--- config.mk ---
export PLATFORM = sky130hd
export DESIGN_NAME = dsp_fir_sequencer
export DESIGN_NICKNAME = d
export VERILOG_FILES = /design/src/rtl/dsp_fir_pkg.sv /design/src/rtl/fir_tap_bank.sv /design/src/rtl/dsp_fir_sequencer.sv
export SDC_FILE = /design/constraint.sdc
export NUM_CORES = 1
export LEC_CHECK = 0
export CAP_MARGIN = 40
export CORE_UTILIZATION = 38
export DETAILED_ROUTE_END_ITERATION = 10
export GPL_TIMING_DRIVEN = 0
export SLEW_MARGIN = 20
export SYNTH_ARGS = -nofsm -noshare
export SYNTH_HDL_FRONTEND = slang
export SYNTH_HIERARCHICAL = 1
export SYNTH_SLANG_ARGS = --single-unit
--- constraint.sdc ---
create_clock -name clk -period 4.8 [get_ports clk]
set_input_delay 1.44 -clock clk [delete_from_list [all_inputs] [get_ports clk]]
set_output_delay 1.44 -clock clk [all_outputs]
set_load 0.02 [all_outputs]
--- src/rtl/dsp_fir_pkg.sv ---
// Shared constants for the time-multiplexed FIR sequencer: slice opmodes and FSM states.
package dsp_fir_pkg;

   localparam int DW = 18;
   localparam int PW = 48;

   // X/Z selects with the ALU in add mode, no pre-adder, carry-in 0
   localparam logic [7:0] OP_FIRST = 8'h01;
   localparam logic [7:0] OP_ACC   = 8'h09;
   localparam logic [7:0] OP_HOLD  = 8'h08;

   typedef enum logic [1:0] {
      IDLE,
      ISSUE,
      DRAIN,
      OUTPUT
   } state_e;

endpackage

--- src/rtl/fir_tap_bank.sv ---
// Sample delay line and coefficient registers, with a single read port indexed by tap.
module fir_tap_bank
   import dsp_fir_pkg::*;
#(
   parameter int N_TAPS = 4,
   parameter int AW     = $clog2(N_TAPS)
) (
   input  logic                 clk,
   input  logic                 rstn,
   input  logic                 shift_en_i,
   input  logic signed [DW-1:0] shift_data_i,
   input  logic                 coef_we_i,
   input  logic [AW-1:0]        coef_addr_i,
   input  logic signed [DW-1:0] coef_wdata_i,
   input  logic [AW-1:0]        tap_idx_i,
   output logic signed [DW-1:0] c_o,
   output logic signed [DW-1:0] x_o
);

   logic [N_TAPS-1:0][DW-1:0] x_q;
   logic [N_TAPS-1:0][DW-1:0] c_q;

   always_ff @(posedge clk) begin
      if (!rstn) begin
         x_q <= '0;
         c_q <= '0;
      end else begin
         if (shift_en_i)
            x_q <= {x_q[N_TAPS-2:0], shift_data_i};
         // addresses past the last tap are dropped when N_TAPS is not a power of two
         if (coef_we_i && (int'(coef_addr_i) < N_TAPS))
            c_q[coef_addr_i] <= coef_wdata_i;
      end
   end

   assign c_o = c_q[tap_idx_i];
   assign x_o = x_q[tap_idx_i];

endmodule

--- src/rtl/dsp_fir_sequencer.sv ---
// FIR controller feeding a pipelined DSP slice one tap per cycle and capturing the
// accumulated P once the slice pipeline has drained.
module dsp_fir_sequencer
   import dsp_fir_pkg::*;
#(
   parameter int N_TAPS  = 4,
   parameter int DSP_LAT = 3,
   parameter int OP_SKEW = 1,
   parameter int AW      = $clog2(N_TAPS)
) (
   input  logic                 clk,
   input  logic                 rstn,
   input  logic                 in_valid,
   output logic                 in_ready,
   input  logic signed [DW-1:0] in_data,
   input  logic                 coef_we,
   input  logic [AW-1:0]        coef_addr,
   input  logic signed [DW-1:0] coef_wdata,
   output logic signed [DW-1:0] dsp_a,
   output logic signed [DW-1:0] dsp_b,
   output logic [7:0]           dsp_opmode,
   input  logic [PW-1:0]        dsp_p,
   output logic                 out_valid,
   input  logic                 out_ready,
   output logic [PW-1:0]        out_data,
   output logic                 busy
);

   localparam int CW = $clog2((N_TAPS > DSP_LAT) ? N_TAPS : DSP_LAT);

   state_e                   state_q, state_d;
   logic [CW-1:0]            cnt_q, cnt_d;
   logic [OP_SKEW-1:0][7:0]  op_pipe_q;
   logic [7:0]               op_d;
   logic [PW-1:0]            out_q, out_d;
   logic signed [DW-1:0]     c_k, x_k;
   logic                     idle;

   assign idle = (state_q == IDLE);

   fir_tap_bank #(
      .N_TAPS (N_TAPS),
      .AW     (AW)
   ) u_bank (
      .clk          (clk),
      .rstn         (rstn),
      .shift_en_i   (idle && in_valid),
      .shift_data_i (in_data),
      .coef_we_i    (idle && coef_we),
      .coef_addr_i  (coef_addr),
      .coef_wdata_i (coef_wdata),
      .tap_idx_i    (cnt_q[AW-1:0]),
      .c_o          (c_k),
      .x_o          (x_k)
   );

   always_comb begin
      state_d = state_q;
      cnt_d   = cnt_q;
      op_d    = OP_HOLD;
      out_d   = out_q;
      unique case (state_q)
         IDLE: begin
            if (in_valid) begin
               state_d = ISSUE;
               cnt_d   = '0;
            end
         end
         ISSUE: begin
            op_d = (cnt_q == '0) ? OP_FIRST : OP_ACC;
            if (cnt_q == CW'(N_TAPS - 1)) begin
               state_d = DRAIN;
               cnt_d   = '0;
            end else begin
               cnt_d = cnt_q + 1'b1;
            end
         end
         DRAIN: begin
            // last tap's P lands during the final drain cycle
            if (cnt_q == CW'(DSP_LAT - 1)) begin
               out_d   = dsp_p;
               state_d = OUTPUT;
            end else begin
               cnt_d = cnt_q + 1'b1;
            end
         end
         OUTPUT: begin
            if (out_ready)
               state_d = IDLE;
         end
         default: state_d = IDLE;
      endcase
   end

   always_ff @(posedge clk) begin
      if (!rstn) begin
         state_q   <= IDLE;
         cnt_q     <= '0;
         op_pipe_q <= '0;
         out_q     <= '0;
      end else begin
         state_q      <= state_d;
         cnt_q        <= cnt_d;
         out_q        <= out_d;
         op_pipe_q[0] <= op_d;
         for (int i = 1; i < OP_SKEW; i++)
            op_pipe_q[i] <= op_pipe_q[i-1];
      end
   end

   assign dsp_a      = (state_q == ISSUE) ? c_k : '0;
   assign dsp_b      = (state_q == ISSUE) ? x_k : '0;
   assign dsp_opmode = op_pipe_q[OP_SKEW-1];
   assign in_ready   = idle;
   assign busy       = !idle;
   assign out_valid  = (state_q == OUTPUT);
   assign out_data   = out_q;

endmodule

==> results.py <==
metrics = {
    "status": {
        "status": "complete, no violations",
    },
    "clocking": {
        "cts_root_buffer": "clkbuf_16",
        "cts-hold-fix-buffers": 0,
        "tritoncts": "done",
        "cts_made_buffers": 17,
        "clk_latency_ps": 430,
        "post_cts_buffers": 0,
        "path_clk_slew_ps": 70,
        "cts_resized": 0,
        "htree_levels": 4,
        "clockBufferDepth": 2,
        "clkSinkCount": 198,
    },
    "yosys": {
        "synth_top_family_by_area": "multiplexers",
        "yosys_warnings": 6,
        "synthMuxAreaShare_pct": 26.2,
        "yosys.area.top_type": "dfxtp_1",
        "synth_top_area_share_pct": 44.8,
        "synth_simple_gate_area_share_pct": 17.3,
        "ys.flop_type": "dfxtp_1",
        "synthAdderAreaFrac_pct": 1.27,
        "synth.area.top_cells": "dfxtp_1 (45%), mux2i_1 (17%), nand2_1 (7.7%)",
        "netlist_area_um2": 8860,
        "synth_edf_count": 0,
        "syn_avg_cell_area_um2": 10.6,
        "syn-instance-count": 832,
        "synthXorXnorAreaFrac_pct": 0,
        "yosysSeqAreaShare_pct": 44.8,
        "ys_top_cells_by_count": "dfxtp_1 (198), nand2_1 (182), mux2i_1 (148)",
        "synth_compound_area_share_pct": 4.83,
        "synth.distinct_cells": 26,
        "synth.most_common_cell": "dfxtp_1",
        "ys_ff_latch": 198,
        "async_flop_share_pct": 0,
    },
    "pwr": {
        "internal-power_w": 0.00313,
        "pwr-share-clk_pct": 35.3,
        "swShare_pct": 28.3,
        "switchingPower_w": 0.00124,
        "max-vdd-ir-drop_mv": 0.221,
        "power_density_nw_per_um2": 374,
        "power_leakage_nw": 4.55,
        "seqPwrFrac_pct": 41.5,
        "pwr-share-comb_pct": 23.2,
    },
    "cells_and_area": {
        "synthToLayoutAreaGrowth_pct": 31.8,
        "drive_gt1_share_pct": 12.4,
        "finalNetCount": 1134,
        "multiInputGateArea_um2": 4420,
        "antenna_cells": 0,
        "register_area_um2": 3960,
        "stdcell_area_um2": 11700,
        "fill_cells": 2147,
    },
    "detailed_routing": {
        "vias_per_cell": 4.68,
        "wl_per_cell_um": 16.2,
        "remaining_drc_errors": 0,
        "postRouteWirelength_mm": 22.0,
        "vias": 6369,
        "drtAntennaViolNets": 0,
        "drt_iter0_markers": 222,
        "firstDrtPassIters": 4,
    },
    "global_route": {
        "first_global_vias": 6326,
        "grt_antenna_before_repair": 0,
        "grt_max_degree": 18,
        "grt_pass1_wl_mm": 35.0,
        "overflow": 0,
        "grtUsageTotal_pct": 18.9,
    },
    "floorplanning": {
        "die_area_um2": 23900,
        "start_util_pct": 38.9,
        "die_w_um": 155,
        "fp-row-count": 55,
        "die_h_um": 155,
        "core_um2": 22800,
        "ioPinCount": 186,
    },
    "timing": {
        "slew_viol_final": 0,
        "finalClockSkew_ps": 7.64,
        "worstMarginPinSlew_ps": 618,
        "slew_headroom_pct": 58.8,
        "period_share_pct": 89.8,
        "period_needed_ps": 4310,
        "timing.fmax_mhz": 232,
        "hold_violations": 0,
        "final.setup.tns_ps": 0,
        "rsz0062_at_grt": "no",
        "setup_viol": 0,
    },
    "critical_path": {
        "critPathArrivalTime_ps": 2870,
        "cp.required_ps": 3360,
        "crit_type": "reg2out",
        "cp_max_fo": 10,
        "setup.worst_path.end_class": "primary output",
        "critPathLaunchType": "register",
    },
    "flow_run": {
        "cap_violations": 0,
    },
    "place": {
        "gp_congestion": 0.742,
        "placed_area_um2": 11000,
        "portBuffers": 178,
        "dp_hpwl_mm": 15.3,
    },
    "min_path": {
        "hold_class": "reg2reg",
    },
}
[path summary, 6_finish.rpt]
check	endpoint	cells past startpoint	slack (ps)	from
max	dsp_b[1]	6	490	state_q[1]$_SDFFE_PN0P_
min	out_data[28]$_SDFFE_PN0P_	2	450	out_data[28]$_SDFFE_PN0P_
max reg2reg	u_bank/c_q[10]$_SDFFE_PN0P_	7	2850	state_q[0]$_SDFFE_PN0P_
min reg2reg	out_data[28]$_SDFFE_PN0P_	2	450	out_data[28]$_SDFFE_PN0P_
[registers in the layout, indices dropped and copies added (netlist names)]
name        cells
u_bank/c_q     72
u_bank/x_q     72
out_data       48
cnt_q           2
dsp_opmode      2
state_q         2
[through the flow]
stage          hold slack (ps)  util (%)  power (W)  cells  setup WS [ps]
3_3_place_gp               439      48.5    0.00287   1328            897
3_5_place_dp               445      48.5    0.00288   1328            907
4_1_cts                    454      51.3    0.00443   1360            418
5_1_grt                    467      51.3    0.00457   1360            298
2_1_floorplan              430         -    0.00253    837           1950
6_report                   451      51.3    0.00437   1360            487
[worst max-delay path: stages, from the launching register on]
cell	delay, ps
dfxtp_1	350
inv_1	120
ha_1	220
clkbuf_1	480
clkbuf_1	410
and2_1	240
clkdlybuf4s50_1	620
[logic make-up after synthesis]
family / after synthesis
buffers and inverters: 74
adder cells (fa/ha/maj): 9
AO/OA/AOI/OAI: 52
flip-flops: 198
multiplexers: 184
other: 1
AND/OR/NAND/NOR: 314
[layer usage]
metal	global-route usage (%)	vias up	wire length [um]
li1	-	3185	-
met3	3.81	16	1060
met4	6.22	0	203
met1	25.4	3012	10700
met5	0	-	0
met2	30.3	156	10100
[layout by cell type (no fill, tap or decap), types with 2 or more instances in the layout]
cell	instances
mux4_2	28
a21boi_2	10
a21boi_1	39
and2_1	40
inv_6	4
buf_4	19
conb_1	6
clkdlybuf4s50_1	178
nand3b_1	2
buf_6	11
dfxtp_1	198
buf_2	16
nand2_2	10
clkinv_4	2
mux2i_1	148
clkbuf_1	22
o2111ai_1	2
buf_8	2
inv_1	5
clkinv_2	2
nand2_1	182
clkbuf_16	17
bufinv_16	4
nor2b_1	76
ha_1	9
mux4_1	8
[final cells by class]
type	instances	area share, %
Sequential cell	198	34.0
Buffer	69	4.04
Multi-Input combinational cell	565	37.9
Timing Repair Buffer	178	15.3
Clock buffer	19	3.71
Tap cell	313	3.35
Clock inverter	13	1.66
Inverter	5	0.161
[power groups by stage]
stage | clock [W] | sequential [W] | combinational, W
6_report | 0.00154 | 0.00181 | 0.00102
5_1_grt | 0.00165 | 0.00183 | 0.00109
4_1_cts | 0.00159 | 0.00181 | 0.00103
3_5_place_dp | 0 | 0.00185 | 0.00103
3_3_place_gp | 0 | 0.00185 | 0.00102
2_1_floorplan | 0 | 0.00183 | 0.000692
No activity file was read; power rests on OpenSTA's default activity.
